`config.mk`:
```
export PLATFORM = sky130hd
export DESIGN_NAME = vdp_host_port
export DESIGN_NICKNAME = d
export VERILOG_FILES = /design/src/rtl/vdp_host_pkg.sv /design/src/rtl/sync2.sv /design/src/rtl/vdp_host_port.sv
export SDC_FILE = /design/constraint.sdc
export NUM_CORES = 1
export LEC_CHECK = 0
export ABC_AREA = 0
export CORE_MARGIN = 5
export CORE_UTILIZATION = 60
export DETAILED_ROUTE_END_ITERATION = 8
export DONT_BUFFER_PORTS = 1
export GPL_ROUTABILITY_DRIVEN = 0
export PLACE_DENSITY = 0.8
export SYNTH_ARGS = -nofsm -noshare
export SYNTH_HDL_FRONTEND = slang
export SYNTH_SLANG_ARGS = --single-unit
```
`constraint.sdc`:
```
create_clock -name clk -period 3.6 [get_ports clk]
set_clock_uncertainty 0.2 [all_clocks]
set_input_delay 0.72 -clock clk [delete_from_list [all_inputs] [get_ports clk]]
set_output_delay 0.72 -clock clk [all_outputs]
set_load 0.1 [all_outputs]
```
`src/rtl/vdp_host_pkg.sv`:
```
`default_nettype none
// ==========================================================================
// Package  : vdp_host_pkg
// Purpose  : Shared state encoding and mode constants for the VDP host port.
// Revision : 1.0  initial release
// ==========================================================================
package vdp_host_pkg;

  typedef enum logic [2:0] {
    IDLE    = 3'd0,
    SETUP   = 3'd1,
    STROBE  = 3'd2,
    HOLD    = 3'd3,
    RECOVER = 3'd4
  } state_t;

  localparam logic MODE_DATA = 1'b0;
  localparam logic MODE_CTRL = 1'b1;

endpackage
`default_nettype wire

```
`src/rtl/sync2.sv`:
```
`default_nettype none
// ==========================================================================
// Module   : sync2
// Purpose  : Two-flop synchroniser with a configurable reset value.
// Revision : 1.0  initial release
// ==========================================================================
module sync2 #(
  parameter logic RST_VAL = 1'b0
) (
  input  logic clk,
  input  logic RESET,
  input  logic d,
  output logic q
);

  logic r_s1;
  logic r_s2;

  always_ff @(posedge clk) begin
    if (RESET) begin
      r_s1 <= RST_VAL;
      r_s2 <= RST_VAL;
    end else begin
      r_s1 <= d;
      r_s2 <= r_s1;
    end
  end

  assign q = r_s2;

endmodule
`default_nettype wire

```
`src/rtl/vdp_host_port.sv`:
```
`default_nettype none
// ==========================================================================
// Module   : vdp_host_port
// Purpose  : CPU-side initiator turning one-shot requests into stretched,
//            spaced TMS9918 strobes; returns read data and syncs the IRQ.
// Revision : 1.0  initial release
// ==========================================================================
module vdp_host_port
  import vdp_host_pkg::*;
#(
  parameter int SETUP_CYC   = 2,
  parameter int STROBE_CYC  = 6,
  parameter int HOLD_CYC    = 2,
  parameter int RECOVER_CYC = 8
) (
  input  logic       clk,
  input  logic       RESET,
  input  logic       req,
  input  logic       we,
  input  logic       sel_mode,
  input  logic [7:0] wdata,
  output logic       ack,
  output logic [7:0] rdata,
  output logic       busy,
  output logic       irq,
  output logic       vdp_csr_n,
  output logic       vdp_csw_n,
  output logic       vdp_mode,
  output logic [7:0] vdp_cd_o,
  input  logic [7:0] vdp_cd_i,
  input  logic       vdp_int_n
);

  localparam int C_MAX_A   = (SETUP_CYC > STROBE_CYC) ? SETUP_CYC : STROBE_CYC;
  localparam int C_MAX_B   = (HOLD_CYC > RECOVER_CYC) ? HOLD_CYC : RECOVER_CYC;
  localparam int C_MAX_CYC = (C_MAX_A > C_MAX_B) ? C_MAX_A : C_MAX_B;
  localparam int C_CNT_W   = $clog2(C_MAX_CYC + 1);

  localparam logic [C_CNT_W-1:0] C_CNT_ONE    = C_CNT_W'(1);
  localparam logic [C_CNT_W-1:0] C_SETUP_LD   = C_CNT_W'((SETUP_CYC   > 0) ? SETUP_CYC   - 1 : 0);
  localparam logic [C_CNT_W-1:0] C_STROBE_LD  = C_CNT_W'((STROBE_CYC  > 0) ? STROBE_CYC  - 1 : 0);
  localparam logic [C_CNT_W-1:0] C_HOLD_LD    = C_CNT_W'((HOLD_CYC    > 0) ? HOLD_CYC    - 1 : 0);
  localparam logic [C_CNT_W-1:0] C_RECOVER_LD = C_CNT_W'((RECOVER_CYC > 0) ? RECOVER_CYC - 1 : 0);

  // Successor of each phase once zero-length phases are skipped
  localparam state_t C_AFTER_IDLE   = (SETUP_CYC > 0) ? SETUP : STROBE;
  localparam state_t C_AFTER_HOLD   = (RECOVER_CYC > 0) ? RECOVER : IDLE;
  localparam state_t C_AFTER_STROBE = (HOLD_CYC > 0) ? HOLD : C_AFTER_HOLD;

  state_t               r_state;
  state_t               w_state_nxt;
  logic [C_CNT_W-1:0]   r_cnt;
  logic [C_CNT_W-1:0]   w_cnt_ld;
  logic                 w_cnt_zero;
  logic                 w_we_eff;
  logic                 w_done;

  logic                 r_we;
  logic                 r_mode;
  logic [7:0]           r_cd_o;
  logic [7:0]           r_rdata;
  logic                 r_ack;
  logic                 r_csr_n;
  logic                 r_csw_n;
  logic                 w_int_n_sync;

  assign w_cnt_zero = (r_cnt == '0);

  always_comb begin
    w_state_nxt = r_state;
    case (r_state)
      IDLE:    if (req)        w_state_nxt = C_AFTER_IDLE;
      SETUP:   if (w_cnt_zero) w_state_nxt = STROBE;
      STROBE:  if (w_cnt_zero) w_state_nxt = C_AFTER_STROBE;
      HOLD:    if (w_cnt_zero) w_state_nxt = C_AFTER_HOLD;
      RECOVER: if (w_cnt_zero) w_state_nxt = IDLE;
      default:                 w_state_nxt = IDLE;
    endcase

    w_cnt_ld = '0;
    case (w_state_nxt)
      SETUP:   w_cnt_ld = C_SETUP_LD;
      STROBE:  w_cnt_ld = C_STROBE_LD;
      HOLD:    w_cnt_ld = C_HOLD_LD;
      RECOVER: w_cnt_ld = C_RECOVER_LD;
      default: w_cnt_ld = '0;
    endcase

    // In IDLE the command regs are being loaded this edge, so use the live input
    w_we_eff = (r_state == IDLE) ? we : r_we;

    w_done = ((r_state == STROBE) || (r_state == HOLD)) &&
             ((w_state_nxt == RECOVER) || (w_state_nxt == IDLE));
  end

  always_ff @(posedge clk) begin
    if (RESET) begin
      r_state <= IDLE;
    end else begin
      r_state <= w_state_nxt;
    end
  end

  always_ff @(posedge clk) begin
    if (RESET) begin
      r_cnt   <= '0;
      r_we    <= 1'b0;
      r_mode  <= MODE_DATA;
      r_cd_o  <= 8'h00;
      r_rdata <= 8'h00;
      r_ack   <= 1'b0;
      r_csr_n <= 1'b1;
      r_csw_n <= 1'b1;
    end else begin
      if (w_state_nxt != r_state) begin
        r_cnt <= w_cnt_ld;
      end else if (!w_cnt_zero) begin
        r_cnt <= r_cnt - C_CNT_ONE;
      end

      if ((r_state == IDLE) && req) begin
        r_we   <= we;
        r_mode <= sel_mode ? MODE_CTRL : MODE_DATA;
        if (we) begin
          r_cd_o <= wdata;
        end
      end

      r_csw_n <= !((w_state_nxt == STROBE) && w_we_eff);
      r_csr_n <= !((w_state_nxt == STROBE) && !w_we_eff);

      if ((r_state == STROBE) && w_cnt_zero && !r_we) begin
        r_rdata <= vdp_cd_i;
      end

      r_ack <= w_done;
    end
  end

  sync2 #(
    .RST_VAL (1'b1)
  ) u_int_sync (
    .clk   (clk),
    .RESET (RESET),
    .d     (vdp_int_n),
    .q     (w_int_n_sync)
  );

  assign ack       = r_ack;
  assign rdata     = r_rdata;
  assign busy      = (r_state != IDLE);
  assign irq       = ~w_int_n_sync;
  assign vdp_csr_n = r_csr_n;
  assign vdp_csw_n = r_csw_n;
  assign vdp_mode  = r_mode;
  assign vdp_cd_o  = r_cd_o;

endmodule
`default_nettype wire

```
==> impl_metrics.ini <==
[setup_path]
startpoint_type = flip-flop
crit_path_end_kind = output port
path_buf_inv = 0
worstPathCellList = or3_1
cp.arrival_ns = 1.74
crit_fanout = 13
crit_type = flip-flop to output port
regToRegSetupSlack_ns = 1.29
cp.required_ns = 2.68
max_stage_delay_ns = 0.83
critPathTopFamily = simple AND/OR/NAND/NOR gates
slowest_stage = or3_1

[drt]
first_pass_iters = 4
route.detailed.drc = 0
antenna_left = 0
vias = 928
wirelength_um = 2380
drt-vias-per-instance = 5.76
drtIter0Drc = 13
routedWlPerCell_um = 14.8

[logic_synthesis]
synthCells = 135
yosys.area.top_type = dfxtp_1
yosys_most_used_dff = dfxtp_1
syn-num-nets = 158
synth_area_um2 = 1200
ys_ff_latch = 30
synth_area_leaders = dfxtp_1 (50%), mux2i_1 (10%), a21oi_1 (5.8%)
yosysWarnings = 0
synth_edf_count = 0
syn_avg_cell_area_um2 = 8.93
yosys.cell_types.count = 30
netlist.area_leader.share_pct = 49.8
synth-async-reset-ratio_pct = 0
seq_area_frac_synth_pct = 49.8

[placed_design]
io_buffer_count = 0
place.detailed.hpwl_um = 1720
pre_cts_slack_ns = 1.28
placed_cell_area_um2 = 1210
dp.cells = 153

[cells_and_area]
stdcell_count = 161
drive_gt1_share_pct = 9.70
diodes = 0
nets = 156
stdcell_area_um2 = 1280
fillCellCount = 173
syn2layout_area_growth_pct = 6.54

[die]
die-area_um2 = 3000
num_rows = 16
dieHeight_um = 54.8
start_util_pct = 62.0
core-area_um2 = 1940
io_pins = 44
fp.dieW_um = 54.8

[sta]
finalSetupViolCount = 0
hold_violations = 0
min_period_over_period_pct = 73.9
worst_hold_slack_ns = 0.224
finalMaxSlewViolations = 0
setup_tns_ns = 0
worst_pin_slew_ns = 0.980
rsz0062_at_grt = no
slew_headroom_pct = 34.6
finalCriticalPeriod_ns = 2.66
fmax_mhz = 376
setup_slack_ns = 0.941

[pwr]
power.leakage_nw = 0.552
p_sw_w = 0.000606
p_clk_share_pct = 20.2
powerDensity_nw_per_um2 = 998
ir_drop_v = 0.000556
sw_frac_of_total_pct = 47.3
p_seq_share_pct = 50.4
combPwrFrac_pct = 29.4
p_int_w = 0.000676

[clock_network]
cts_setup_buffers = 0
clock_sinks = 30
cts_buffers = 5
clk_pin_slew_ns = 0.09
ctsHoldBuffers = 0
cts_tree = done
worstSkewPairLatency_ns = 0.33
post_cts_resized = 0
cts_buffer_depth = 2
ctsHtreeMaxLevel = 2
root_buffer = clkbuf_4

[global_route]
antenna_found_initial = 0
grt_pass1_vias = 838
grtUsageTotal_pct = 17.6
grt_max_degree = 32
grt.overflow.total = 0
grt_pass1_wl_um = 3650

[run]
cap_violations = 0

[hold_path]
hp-class = flip-flop to flip-flop

[run_status]
status = finished, final reports clean
## logic make-up after synthesis
kind of cell | share of synthesized area (%)
xor gates and xnor gates | 0.727
buffers and inverters | 4.78
adders and majority gates | 1.04
AOI/OAI and AO/OA | 10.4
muxes | 9.97
DFF | 49.8
and+or+nand+nor | 23.3
## final timing paths
check / to / startpoint / cells past startpoint
setup / recovery: busy / r_state[2]$_SDFF_PP0_ / 1
hold / removal: u_int_sync.q$_SDFF_PP1_ / u_int_sync.r_s1$_SDFF_PP1_ / 1
setup reg to reg: rdata[6]$_SDFFE_PP0P_ / r_cnt[0]$_SDFFE_PP0P_ / 6
hold reg to reg: u_int_sync.q$_SDFF_PP1_ / u_int_sync.r_s1$_SDFF_PP1_ / 1
## layout by cell type, fill, tap and decap left out, drive strengths merged, types with 3 or more instances in the layout
| cell type | Yosys | final |
|---|---|---|
| clkbuf | 8 | 5 |
| nor2 | 17 | 17 |
| nand3 | 11 | 11 |
| dfxtp | 30 | 30 |
| nand2 | 10 | 10 |
| inv | 3 | 3 |
| mux2i | 12 | 12 |
| a21oi | 14 | 14 |
| nor3 | 4 | 4 |
## synth_stat cells, types with 2 or more instances
library cell,n
nand3_1,11
dfxtp_1,30
or3_1,2
o21ai_0,2
mux2i_1,12
inv_1,3
clkbuf_1,8
nor2_1,17
a21oi_1,14
or2_2,2
nor3_1,4
o22ai_1,2
nand2b_1,2
nand2_1,10
## metal layers
layer / vias up / global-route usage [%] / share of wire [%]
li1: 461 / - / -
met5: - / 0 / 0
met4: 0 / 6.22 / 1.1
met1: 426 / 19.5 / 40
met3: 4 / 9.26 / 9.8
met2: 37 / 28.5 / 49
## registers in the layout, indices dropped and copies added, names as in the netlist, 3 cells and up
| register | flops |
|---|---|
| r_state | 3 |
| r_cnt | 4 |
| vdp_cd_o | 8 |
| rdata | 8 |
## power groups by stage
stage | clock [W] | combinational, W | sequential, W
4_1_cts | 0.000266 | 0.000379 | 0.000646
3_5_place_dp | 0 | 0.000377 | 0.000653
6_report | 0.000259 | 0.000377 | 0.000646
3_3_place_gp | 0 | 0.000363 | 0.000649
5_1_grt | 0.000278 | 0.000422 | 0.000658
2_1_floorplan | 0 | 0.000362 | 0.000618
## stage by stage
stage	util, %	power (W)
3_3_place_gp	62.1	0.00101
2_1_floorplan	-	0.000980
6_report	66.1	0.00128
4_1_cts	66.1	0.00129
3_5_place_dp	62.1	0.00103
5_1_grt	66.1	0.00136
## final cells by class
| cell class | instances | area, um2 | area share, % |
|---|---|---|---|
| well taps | 27 | 33.8 | 2.63 |
| repair buffers | 1 | 7.51 | 0.585 |
| clock buffers | 5 | 37.5 | 2.92 |
| flip-flops and latches | 30 | 601 | 46.8 |
| inverters | 3 | 11.3 | 0.877 |
| clock inverters | 3 | 40.0 | 3.12 |
| multi-input cells | 92 | 553 | 43.1 |
Note: power is estimated with default switching activity, not from simulation.
